--- config.mk ---
export PLATFORM = sky130hd
export DESIGN_NAME = dot_product_4bit
export DESIGN_NICKNAME = d
export VERILOG_FILES = /design/src/rtl/dot_product_4bit_pkg.sv /design/src/rtl/Multiplier_4bit.sv /design/src/rtl/dot_product_4bit.sv
export SDC_FILE = /design/constraint.sdc
export NUM_CORES = 1
export LEC_CHECK = 0
export ABC_AREA = 1
export BUFFER_PORTS_ARGS = -buffer_cell sky130_fd_sc_hd__buf_2
export CAP_MARGIN = 20
export CORE_MARGIN = 2
export CORE_UTILIZATION = 40
export CTS_CLUSTER_DIAMETER = 30
export DETAILED_ROUTE_END_ITERATION = 6
export GPL_ROUTABILITY_DRIVEN = 0
export HOLD_SLACK_MARGIN = 0.06
export PLACE_DENSITY = 0.63
export SLEW_MARGIN = 15
export SYNTH_ARGS = -nofsm -noshare
export SYNTH_HDL_FRONTEND = slang
export SYNTH_SLANG_ARGS = --single-unit
export TNS_END_PERCENT = 5
--- constraint.sdc ---
create_clock -name clk -period 5.5 [get_ports clk]
set_input_delay 0.55 -clock clk [delete_from_list [all_inputs] [get_ports clk]]
set_output_delay 0.55 -clock clk [all_outputs]
set_load 0.05 [all_outputs]
--- src/rtl/dot_product_4bit_pkg.sv ---
// Shared constants and helpers for the dot_product_4bit datapath and controller.
package dot_product_4bit_pkg;

  localparam int OPERAND_W = 4;
  localparam int PROD_W    = 8;

  // Controller state encoding.
  localparam logic [0:0] ST_ACCUM = 1'b0;
  localparam logic [0:0] ST_DONE  = 1'b1;

  // The accumulator must be at least PROD_W + ceil(log2(LEN)) bits wide.
  // The largest possible sum is LEN*225, which then always fits, so the
  // running sum can never wrap.
  function automatic bit acc_w_legal(input int len, input int acc_w);
    return acc_w >= PROD_W + $clog2(len);
  endfunction

endpackage

--- src/rtl/Multiplier_4bit.sv ---
// Gate-level 4x4 unsigned array multiplier: AND partial products folded
// row by row through ripple-carry full-adder chains. Purely combinational.
module Multiplier_4bit
  import dot_product_4bit_pkg::*;
(
  input  logic [OPERAND_W-1:0] a_i,
  input  logic [OPERAND_W-1:0] b_i,
  output logic [PROD_W-1:0]    p_o
);

  logic [OPERAND_W-1:0] pp [OPERAND_W];
  logic [OPERAND_W:0]   row_acc;
  logic [OPERAND_W-1:0] row_sum;
  logic                 carry;
  logic                 fa_x;
  logic                 fa_y;
  logic [PROD_W-1:0]    prod;

  // One row of partial products per bit of b_i.
  genvar gi;
  generate
    for (gi = 0; gi < OPERAND_W; gi++) begin : g_pp
      assign pp[gi] = a_i & {OPERAND_W{b_i[gi]}};
    end
  endgenerate

  // Fold each shifted partial-product row into the running row with a
  // full-adder chain; the low bit of every row is a finished product bit.
  always_comb begin
    prod    = '0;
    row_sum = '0;
    carry   = 1'b0;
    fa_x    = 1'b0;
    fa_y    = 1'b0;
    row_acc = {1'b0, pp[0]};
    prod[0] = row_acc[0];
    for (int i = 1; i < OPERAND_W; i++) begin
      carry = 1'b0;
      for (int j = 0; j < OPERAND_W; j++) begin
        fa_x       = pp[i][j];
        fa_y       = row_acc[j+1];
        row_sum[j] = fa_x ^ fa_y ^ carry;
        carry      = (fa_x & fa_y) | (carry & (fa_x ^ fa_y));
      end
      row_acc = {carry, row_sum};
      prod[i] = row_acc[0];
    end
    prod[PROD_W-1:OPERAND_W] = row_acc[OPERAND_W:1];
  end

  assign p_o = prod;

endmodule

--- src/rtl/dot_product_4bit.sv ---
// Streaming dot product of 4-bit unsigned vectors: accepts operand pairs over
// valid/ready, accumulates their products and presents one registered result
// per vector over a second valid/ready handshake.
module dot_product_4bit
  import dot_product_4bit_pkg::*;
#(
  parameter int LEN   = 4,
  parameter int CNT_W = 4,
  parameter int ACC_W = 12
) (
  input  logic                 clk,
  input  logic                 rst,
  input  logic                 in_valid,
  output logic                 in_ready,
  input  logic [OPERAND_W-1:0] in_a,
  input  logic [OPERAND_W-1:0] in_b,
  input  logic                 in_last,
  output logic                 out_valid,
  input  logic                 out_ready,
  output logic [ACC_W-1:0]     out_sum,
  output logic [CNT_W:0]       out_count
);

  generate
    if (!acc_w_legal(LEN, ACC_W)) begin : g_bad_acc_w
      $error("dot_product_4bit: ACC_W too narrow for LEN");
    end
    if (LEN < 1 || LEN > 16 || (1 << CNT_W) < LEN) begin : g_bad_len
      $error("dot_product_4bit: LEN/CNT_W out of range");
    end
  endgenerate

  logic [0:0]        state_q, state_d;
  logic [ACC_W-1:0]  acc_q, acc_d;
  logic [CNT_W-1:0]  cnt_q, cnt_d;
  logic [ACC_W-1:0]  out_sum_q, out_sum_d;
  logic [CNT_W:0]    out_count_q, out_count_d;

  logic [PROD_W-1:0] prod;
  logic [ACC_W-1:0]  acc_base;
  logic [ACC_W-1:0]  acc_next;
  logic              vec_end;

  Multiplier_4bit u_mult (
    .a_i (in_a),
    .b_i (in_b),
    .p_o (prod)
  );

  // Handshake outputs come from state decode only; no in_* to out_* path.
  assign in_ready  = (state_q == ST_ACCUM);
  assign out_valid = (state_q == ST_DONE);
  assign out_sum   = out_sum_q;
  assign out_count = out_count_q;

  // The first element of a vector starts from zero regardless of acc_q.
  assign acc_base = (cnt_q == '0) ? '0 : acc_q;
  assign acc_next = acc_base + ACC_W'(prod);
  assign vec_end  = in_last || (cnt_q == CNT_W'(LEN - 1));

  // Next-state logic: accumulate on accept, latch the result at vector end,
  // and return to accumulation once the sink takes the result.
  always_comb begin
    state_d     = state_q;
    acc_d       = acc_q;
    cnt_d       = cnt_q;
    out_sum_d   = out_sum_q;
    out_count_d = out_count_q;
    case (state_q)
      ST_ACCUM: begin
        if (in_valid) begin
          if (vec_end) begin
            out_sum_d   = acc_next;
            out_count_d = {1'b0, cnt_q} + (CNT_W + 1)'(1);
            acc_d       = '0;
            cnt_d       = '0;
            state_d     = ST_DONE;
          end else begin
            acc_d = acc_next;
            cnt_d = cnt_q + CNT_W'(1);
          end
        end
      end
      default: begin
        if (out_ready) begin
          state_d = ST_ACCUM;
        end
      end
    endcase
  end

  // State and datapath registers; reset discards any partial vector.
  always_ff @(posedge clk) begin
    if (rst) begin
      state_q     <= ST_ACCUM;
      acc_q       <= '0;
      cnt_q       <= '0;
      out_sum_q   <= '0;
      out_count_q <= '0;
    end else begin
      state_q     <= state_d;
      acc_q       <= acc_d;
      cnt_q       <= cnt_d;
      out_sum_q   <= out_sum_d;
      out_count_q <= out_count_d;
    end
  end

endmodule
; ---- After elaboration in Yosys (flattened, before gate mapping)
; Index checks and enable logic that the tools add are counted.
[classes]
n_addsub = 3
n_eq_ne = 1
n_mux = 7
n_bitwise = 53
n_reduce_logical = 4
[ops]
columns = operator, n
row1 = $mux W12, 2
row2 = $and A1 B1 Y1, 20
row3 = $xor A1 B1 Y1, 20
row4 = $and A4 B4 Y4, 4
row5 = $add A12 B8 Y12, 1
row6 = $or A1 B1 Y1, 8
row7 = $add A4 B1 Y5 const B, 1
row8 = $add A4 B1 Y4 const B, 1
row9 = $eq A4 B2 Y1 const B, 1
row10 = $logic_not A4 Y1, 1
row11 = $mux W1, 4
row12 = $mux W4, 1
row13 = $reduce_and A3 Y1, 1
row14 = $reduce_and A2 Y1, 1
row15 = $logic_or A1 B1 Y1, 1
row16 = $not A1 Y1, 1
[word_totals]
reg_bits = 34
in_bits = 13
out_inout_bits = 19
word_cells = 73

; ---- Depth between registers and ports, before layout
; Gate-level depths: netlist of the first run.
[logic_depth]
ltp_word = 18
depth_mapped = 27
ltp_nobuf = 27

; ---- Cells and area by module
; From an unflattened synthesis of the first run, not the netlist that was laid out.
[hier_totals]
hier_cells = 322
hier_area_um2 = 2268.4
[by_module_without_submodules]
columns = mod, instances, cells_each, area_each_um2, seq_area_each_um2
row1 = dot_product_4bit, 1, 272, 1911.8, 680.7
row2 = Multiplier_4bit, 1, 50, 356.6, 0.0

; ---- Least setup slack after synthesis of the first run
; Ideal clock, no wire load.
[synth_timing]
kind = input to register
start = in in_a[0]
end = reg out_sum_q[7] (netlist: out_sum[7])
setup_ns = 0.113
arrival_ns = 4.692
required_ns = 5.387
setup_slack_ns = 0.695
cell_stages = 22
n_path_buf = 0
cell_sequence = nand2_1 -> inv_1 -> ha_1 -> fa_1 -> inv_1 -> fa_1 -> inv_1 -> fa_1 -> fa_1 -> inv_1 -> fa_1 -> fa_1 -> inv_1 -> fa_1 -> ha_1 -> a21oi_1 -> nand2_1 -> inv_1 -> nand2_1 -> xor2_1 -> o21ai_1 -> inv_1
[synth_between]
elab_chain_cells = 17
elab_cells_between_ends = 49
classes_between = add/sub: 1 / bitwise: 48
[synth_rtl]
columns = item, line
row1 = from (decl), dot_product_4bit.sv:15  ; input logic [OPERAND_W-1:0] in_a,
row2 = $and A4 B4 Y4, Multiplier_4bit.sv:23  ; assign pp[gi] = a_i & {OPERAND_W{b_i[gi]}};
row3 = $and A1 B1 Y1 (2 in a row), Multiplier_4bit.sv:43  ; carry = (fa_x & fa_y) | (carry & (fa_x ^ fa_y));
row4 = $or A1 B1 Y1, Multiplier_4bit.sv:43
row5 = $and A1 B1 Y1 / $xor A1 B1 Y1 (equally long branches), "Multiplier_4bit.sv:43, Multiplier_4bit.sv:42"
row6 = $or A1 B1 Y1 / $xor A1 B1 Y1 (equally long branches), "Multiplier_4bit.sv:43, Multiplier_4bit.sv:42"
row7 = $xor A1 B1 Y1 / $and A1 B1 Y1 (equally long branches), "Multiplier_4bit.sv:42, Multiplier_4bit.sv:43"
row8 = $xor A1 B1 Y1 / $or A1 B1 Y1 (equally long branches), "Multiplier_4bit.sv:42, Multiplier_4bit.sv:43"
row9 = $xor A1 B1 Y1 / $and A1 B1 Y1 (equally long branches), "Multiplier_4bit.sv:42, Multiplier_4bit.sv:43"
row10 = $xor A1 B1 Y1 / $or A1 B1 Y1 (equally long branches), "Multiplier_4bit.sv:42, Multiplier_4bit.sv:43"
row11 = $and A1 B1 Y1 / $xor A1 B1 Y1 (equally long branches), "Multiplier_4bit.sv:43, Multiplier_4bit.sv:42"
row12 = $or A1 B1 Y1 / $xor A1 B1 Y1 (equally long branches), "Multiplier_4bit.sv:43, Multiplier_4bit.sv:42"
row13 = $and A1 B1 Y1, Multiplier_4bit.sv:43
row14 = $or A1 B1 Y1, Multiplier_4bit.sv:43
row15 = $and A1 B1 Y1, Multiplier_4bit.sv:43
row16 = $or A1 B1 Y1, Multiplier_4bit.sv:43
row17 = $add A12 B8 Y12 (*), dot_product_4bit.sv:58  ; assign acc_next = acc_base + ACC_W'(prod);
row18 = to (signal assigned), dot_product_4bit.sv:104  ; out_sum_q <= out_sum_d;
row19 = to (decl), dot_product_4bit.sv:36  ; logic [ACC_W-1:0] out_sum_q, out_sum_d;
; Every way passes the cells marked *; elsewhere a longest branch is shown, timed or not.
; A chain may end at the register's enable or synchronous reset.

; ---- Worst setup path after layout of the first run
[layout_timing]
start = in in_a[0]
end = reg acc_q[7]
[layout_between]
elab_chain_cells = 18
elab_cells_between_ends = 50
classes_between = add/sub: 1 / mux: 1 / bitwise: 48
[layout_rtl]
columns = item, line
row1 = $and A4 B4 Y4, Multiplier_4bit.sv:23
row2 = $and A1 B1 Y1 (2 in a row), Multiplier_4bit.sv:43
row3 = $or A1 B1 Y1, Multiplier_4bit.sv:43
row4 = $and A1 B1 Y1 / $xor A1 B1 Y1 (equally long branches), "Multiplier_4bit.sv:43, Multiplier_4bit.sv:42"
row5 = $or A1 B1 Y1 / $xor A1 B1 Y1 (equally long branches), "Multiplier_4bit.sv:43, Multiplier_4bit.sv:42"
row6 = $xor A1 B1 Y1 / $and A1 B1 Y1 (equally long branches), "Multiplier_4bit.sv:42, Multiplier_4bit.sv:43"
row7 = $xor A1 B1 Y1 / $or A1 B1 Y1 (equally long branches), "Multiplier_4bit.sv:42, Multiplier_4bit.sv:43"
row8 = $xor A1 B1 Y1 / $and A1 B1 Y1 (equally long branches), "Multiplier_4bit.sv:42, Multiplier_4bit.sv:43"
row9 = $xor A1 B1 Y1 / $or A1 B1 Y1 (equally long branches), "Multiplier_4bit.sv:42, Multiplier_4bit.sv:43"
row10 = $and A1 B1 Y1 / $xor A1 B1 Y1 (equally long branches), "Multiplier_4bit.sv:43, Multiplier_4bit.sv:42"
row11 = $or A1 B1 Y1 / $xor A1 B1 Y1 (equally long branches), "Multiplier_4bit.sv:43, Multiplier_4bit.sv:42"
row12 = $and A1 B1 Y1, Multiplier_4bit.sv:43
row13 = $or A1 B1 Y1, Multiplier_4bit.sv:43
row14 = $and A1 B1 Y1, Multiplier_4bit.sv:43
row15 = $or A1 B1 Y1, Multiplier_4bit.sv:43
row16 = $add A12 B8 Y12 (*), dot_product_4bit.sv:58
row17 = $mux W12 (*), dot_product_4bit.sv:72  ; if (vec_end) begin
row18 = to (signal assigned), dot_product_4bit.sv:96  ; acc_q <= '0;
row19 = to (signal assigned), dot_product_4bit.sv:102  ; acc_q <= acc_d;
row20 = to (decl), dot_product_4bit.sv:34  ; logic [ACC_W-1:0] acc_q, acc_d;
; Marked as above.

==> results of run 1 <==
## sequential cells by signal, indices dropped and copies added, names as in the netlist
signal,count
cnt_q,4
acc_q,12
out_sum,12
out_valid,1
out_count,5
## cells by family after synthesis
kind of cell / Yosys count / share of synthesized area (%)
AOI/OAI and AO/OA: 45 / 11.9
xor gates and xnor gates: 9 / 3.50
adders and majority gates: 23 / 15.8
buffers and inverters: 66 / 11.7
DFF: 34 / 30.2
and+or+nand+nor: 143 / 27.0
## layer usage
metal | part of all wire [%] | global-route usage [%]
met1 | 47 | 20.7
met2 | 50 | 28.5
met3 | 2.8 | 3.86
met4 | 0.45 | 5.34
met5 | 0 | 0
## worst reg2reg max path: stages, from the launching register on
cell and delay [ps]:
dfxtp_1 350, inv_1 90, ha_1 210, nand2_4 110
inv_2 170, nor2_1 60, ha_1 210, fa_1 410
nand2_1 90, nand2_1 60, o21ai_0 120, nor2_1 80
nor2_1 120, xnor2_1 190, nand2_1 90, a21oi_1 150
## power by group through the flow
stage | clock network [W] | registers (W) | logic (W)
2_1_floorplan | 0 | 0.000304 | 0.000103
3_3_place_gp | 0 | 0.000272 | 0.000174
3_5_place_dp | 0 | 0.000272 | 0.000175
4_1_cts | 0.000199 | 0.000266 | 0.000176
5_1_grt | 0.000211 | 0.000267 | 0.000195
6_report | 0.000194 | 0.000266 | 0.000173
## layout by cell type, fill, tap and decap left out, drive strengths merged, types with 9 or more instances in the layout
cell type / synthesis / routed
nor2: 50 / 50
buf: 4 / 31
a21oi: 22 / 22
nand2: 80 / 80
o21ai: 16 / 16
inv: 57 / 57
dfxtp: 34 / 34
fa: 9 / 9
ha: 14 / 14
nand3: 12 / 12
## stage by stage
stage,hold slack (ps),util (%),power (W),cells
finish,469,46.6,0.000633,423
global route,493,46.6,0.000673,423
CTS,467,46.6,0.000641,423
detailed placement,455,44.8,0.000447,415
global placement,453,44.8,0.000445,415
floorplan,445,-,0.000407,320
## worst min path at each step
| stage | from | end | slack [ps] | cells past startpoint |
|---|---|---|---|---|
| after global placement | acc_q[1] | acc_q[1] | 450 | 2 |
| final | out_sum[2] | out_sum[2] | 470 | 2 |
| after floorplan | acc_q[0] | acc_q[0] | 450 | 2 |
| after detailed placement | out_sum[2] | out_sum[2] | 460 | 2 |
| after CTS | out_sum[2] | out_sum[2] | 470 | 2 |
| after global routing | out_sum[2] | out_sum[2] | 490 | 2 |
## cell type report
cell class	count	area, µm²
tap	72	90.1
clock inverter	2	12.5
clock buffer	6	82.6
multi-input combinational	220	1310
fill	593	2920
timing repair buffer	31	155
sequential	34	681
inverter	58	218
==> metrics, run 1 <==
synthesis-stage register bit count=34; CTS Root Cell=clkbuf_8; Ports=32; area fraction of the dominant cell type after synthesis=30.2%; Setup crit end=acc_q[7]; share of total power in combinational logic=27.3%; FF-to-FF path depth=15; Crit Reg-Reg Startpoint=cnt_q[0]; critical path's largest stage delay=490 ps; initial core utilization=41.2%; WP depth=23; most frequent cell after synthesis=nand2_1; hold crit path type=reg2reg; htree depth=2; wire length per cell=11.1 µm; part of the power in registers=42.1%; CP Capture Type=flip-flop; share of cells above drive strength 1=16.5%; I/O Buffers=31; delay-heaviest family, CP=adder cells; clock skew=4.45 ps; Post-Syn Area=2250 µm²; Int Pwr=0.000414 W; post-DP HPWL=3.51 mm; critical path's slowest cell=fa_1; Post-CTS Setup Bufs=0; pwr dens=248 nW/µm²; register area share after synthesis=30.2%; CP arrival=5110 ps; RSZ-0062 raised after global routing=no; cts bufs inserted=5; routed vias=1955; final hold vios=0; Slew @ Worst Pin=693 ps; synthesized area per cell=7.05 µm²; area delta synth->final=13.0%; 1st-iter DRT viols=83; Setup Viol. Count Final=0; Req. time, crit path=5720 ps; setup TNS=0 ps; outcome=completed; Post-synth EDFFs=0; Post-Route WL=4.68 mm; Net Count, Synth=356; worst-path maximum fanout=4; DRT Pass-1 Iters=4; All-Layer GR Usage=16.7%; maximum clock path buffer count=2; type of the worst setup path=in2reg; DRC violations left=0; relative slew slack=53.7%; worst skew pair latency=290 ps; min setup slack post-route=601 ps; num rows=27; post-route ant nets=0; global-route wire length before repair=8.31 mm; fin crit share=89.1%; Pleak=1.37 nW; most used cell along the critical path=fa_1; f_max=204 MHz; Finished Cell Area=2550 µm²; cell chain of the critical path=buf_2, nand2_1, inv_1, ha_1, fa_1, inv_1, fa_1, inv_1, fa_1, fa_1, inv_1, fa_1, fa_1, inv_1, fa_1, ha_1, a21oi_1, nand2_1, inv_1, nand2_1, xor2_1, nand2_1, a21oi_1; top cells by count, synth=nand2_1, inv_1, nor2_1; area leader, netlist=dfxtp_1; initial antenna violation count=0; Mapped Cells=320; Core Area=5470 µm²; post_cts resized=0; final net count=386; Post-synth top flop=dfxtp_1; fin crit period=4900 ps; Switch Pwr=0.000219 W; pre-CTS setup slack=302 ps; Ant. Diodes=0; WP buf/inv=7; R2R Path End=acc_q[6]; largest net degree at the start of global routing=27; Slew Limit Fails=0; max cap viols=0; CTS clk-pin slew, worst paths=70 ps; grt ovf=0; Reg2Reg Setup Slack=2900 ps; clock tree sinks=34; largest cells by area after synthesis=dfxtp_1, nand2_1, inv_1; dpl cell area=2450 µm²; TritonCTS clock tree=done; Synthesis Warnings=0; vias in the first global route=1939; vias per cell=4.62; DIE AREA=6250 µm²; fraction of registers with async set/reset=0%; Setup crit start=in_a[0]; hold buffers post-CTS=0; Clock power frac=30.6%; Die H=79.1 µm; Die Wd=79.1 µm; peak supply drop=165 µV; Startpoint Class=primary input; post-synthesis cell type count=33; Switching Fraction=34.6%
Note: power is estimated with default switching activity, not from simulation.
==> run 2, diff against run 1 <==
--- a/config.mk
+++ b/config.mk
@@ -9,12 +9,12 @@
 export BUFFER_PORTS_ARGS = -buffer_cell sky130_fd_sc_hd__buf_2
 export CAP_MARGIN = 20
 export CORE_MARGIN = 2
-export CORE_UTILIZATION = 40
+export CORE_UTILIZATION = 50
 export CTS_CLUSTER_DIAMETER = 30
 export DETAILED_ROUTE_END_ITERATION = 6
 export GPL_ROUTABILITY_DRIVEN = 0
 export HOLD_SLACK_MARGIN = 0.06
-export PLACE_DENSITY = 0.63
+export PLACE_DENSITY = 0.75
 export SLEW_MARGIN = 15
 export SYNTH_ARGS = -nofsm -noshare
 export SYNTH_HDL_FRONTEND = slang
==> constraint.sdc (replaced) <==
create_clock -name clk -period 5 [get_ports clk]
set_input_delay 0.5 -clock clk [delete_from_list [all_inputs] [get_ports clk]]
set_output_delay 0.5 -clock clk [all_outputs]
set_load 0.05 [all_outputs]
==> run 2 against run 1 <==
  * Non-clock buffer count up 7
  * Routed wire length increased by 5.3%
  * Clock power grew 10%
  * Power rose by 12%
  * Register-to-register slack worse by 420 ps
  * Clock skew up 3.4 ps
  * First-iteration DRC count grew 47%
  * Final area grew 2.2%
  * Sequential power increased by 10%
==> metrics, run 2 (synthesized netlist as in run 1, its figures left out) <==
Ant. Diodes=0 (unchanged); FILL cells=405 (was 593); DIE AREA=5060 µm² (was 6250 µm²); max cap viols=0 (unchanged); CP Capture Type=flip-flop (unchanged); R2R Path End=out_sum[9] (was acc_q[6]); f_max=213 MHz; WP buf/inv=8 (was 7); DRT Pass-1 Iters=4 (unchanged); hold path cells=2 (unchanged); type of the worst setup path=in2reg (unchanged); Post-CTS Setup Bufs=0 (unchanged); final hold vios=0 (unchanged); critical path's slowest cell=fa_1 (unchanged); Slew Limit Fails=0 (unchanged); pwr dens=273 nW/µm² (was 248 nW/µm²); Reg2Reg Setup Slack=2480 ps (was 2900 ps); Die H=71.2 µm (was 79.1 µm); Die Wd=71.2 µm (was 79.1 µm); htree depth=2 (unchanged); DRC violations left=0 (unchanged); final net count=393 (was 386); commonest cells after routing, fill and taps aside=nand2_1, inv_1, nor2_1, dfxtp_1, buf_2 (unchanged); global-route wire length before repair=8.88 mm (was 8.31 mm); wire length per cell=12.0 µm (was 11.1 µm); post-route ant nets=0 (unchanged); Ports=32 (unchanged); most common library cell in the layout ignoring fill and taps=nand2_1 (unchanged); Req. time, crit path=5200 ps (was 5720 ps); vias in the first global route=2100 (was 1939); CP arrival=4900 ps (was 5110 ps); WP depth=27 (was 23); Setup crit start=in_b[0] (was in_a[0]); area delta synth->final=15.5% (was 13.0%); fin crit period=4710 ps; dpl cell area=2480 µm² (was 2450 µm²); initial core utilization=51.8% (was 41.2%); fin crit share=94.1%; RSZ-0062 raised after global routing=yes (was no); Finished Core Util=59.8% (was 46.6%); relative slew slack=54.8% (was 53.7%); Startpoint Class=primary input (unchanged); maximum clock path buffer count=2 (unchanged); cts bufs inserted=5 (unchanged); Core Area=4350 µm² (was 5470 µm²); CTS clk-pin slew, worst paths=70 ps (about the same); Pleak=1.39 nW (was 1.37 nW); Setup Viol. Count Final=0 (unchanged); TritonCTS clock tree=done (unchanged); outcome=completed (unchanged); num rows=24 (was 27); routed vias=2031 (was 1955); CTS Root Cell=clkbuf_8 (unchanged); largest net degree at the start of global routing=27 (unchanged); Post-Route WL=4.92 mm (was 4.68 mm); delay-heaviest family, CP=adder cells (unchanged); vias per cell=4.95 (was 4.62); Crit Reg-Reg Startpoint=cnt_q[0] (unchanged); 1st-iter DRT viols=122 (was 83); I/O Buffers=31 (unchanged); worst-path maximum fanout=4 (unchanged); peak supply drop=180 µV (was 165 µV); Setup crit end=out_sum[11] (was acc_q[7]); worst skew pair latency=290 ps (about the same); critical path's largest stage delay=500 ps (was 490 ps); most used cell along the critical path=nand2_1 (was fa_1); hold crit path type=reg2reg (unchanged); grt ovf=0 (unchanged); post-DP HPWL=3.69 mm (was 3.51 mm); All-Layer GR Usage=21.9% (was 16.7%); share of cells above drive strength 1=19.8% (was 16.5%); initial antenna violation count=0 (unchanged); clock skew=7.85 ps (was 4.45 ps); Slew @ Worst Pin=676 ps (was 693 ps); Finished Cell Area=2610 µm² (was 2550 µm²); FF-to-FF path depth=16 (was 15); clock tree sinks=34 (unchanged)
[run 2: cell count changes in the layout (fill, tap and decap cells not counted), moves of 2 or more]
| cell | change |
|---|---|
| fa_1 | -3 |
| buf_4 | +7 |
| fa_2 | +3 |
| ha_1 | -2 |
[run 2: where the power goes]
group / internal, W / total (W) / leakage, nW / switching [W]
registers: 0.000286 / 0.000293 / 0.278 / 0.00000763
clock network: 0.000111 / 0.000214 / 0.0482 / 0.000102
logic: 0.0000692 / 0.000204 / 1.07 / 0.000135
[run 2: worst min path at each step]
| stage | endpoint | startpoint | slack [ps] |
|---|---|---|---|
| after floorplan | acc_q[0] | acc_q[0] | 450 |
| after global placement | out_sum[2] | out_sum[2] | 450 |
| after detailed placement | acc_q[1] | acc_q[1] | 460 |
| after CTS | acc_q[1] | acc_q[1] | 470 |
| after global routing | acc_q[5] | acc_q[5] | 480 |
| final | out_sum[2] | out_sum[2] | 470 |
[run 2: worst reg2reg max path, cell delays in order (launching register included)]
cell     delay [ps]
dfxtp_1         380
inv_1            80
ha_1            230
nand2_4         140
inv_2           110
nor2_1          120
ha_1            280
a21oi_1         290
nand2_1         140
nand2_1          90
nand3_1         120
nand2_1         110
nand3_1          90
nand2_1          80
nand2_1          50
nand2_1          70
inv_1            40
[run 2: what timing repair did]
item                       in CTS  in global routing
setup endpoints to repair       0                 10
hold buffers                    0                  0
resized for setup               0                  9
hold endpoints to repair        0                  0
[run 2: stage by stage]
step,worst slack [ps],hold WS (ps),power [W],setup TNS [ps],instances
final,295,468,0.000711,0,410
after detailed placement,-133,457,0.000499,-871,402
after global placement,1.89,451,0.000495,0,402
after global routing,-21.2,482,0.000751,-21.2,410
after floorplan,245,445,0.000448,0,320
after CTS,166,467,0.000709,0,410
[run 2: layout make-up]
class                           count  area [µm²]  area share [%]
Multi-Input combinational cell    220        1340            51.5
Inverter                           58         218            8.36
Timing Repair Buffer               38         208            7.97
Clock buffer                        7        86.3            3.31
Clock inverter                      1        5.00           0.192
Tap cell                           52        65.1            2.50
Sequential cell                    34         681            26.1
[run 2: layer usage]
metal	up-vias	global-route usage (%)	share of wire, %
met1	939	25.4	45
li1	1054	-	-
met4	0	6.50	1.5
met5	-	0	0
met2	28	40.0	51
met3	10	4.56	2.9
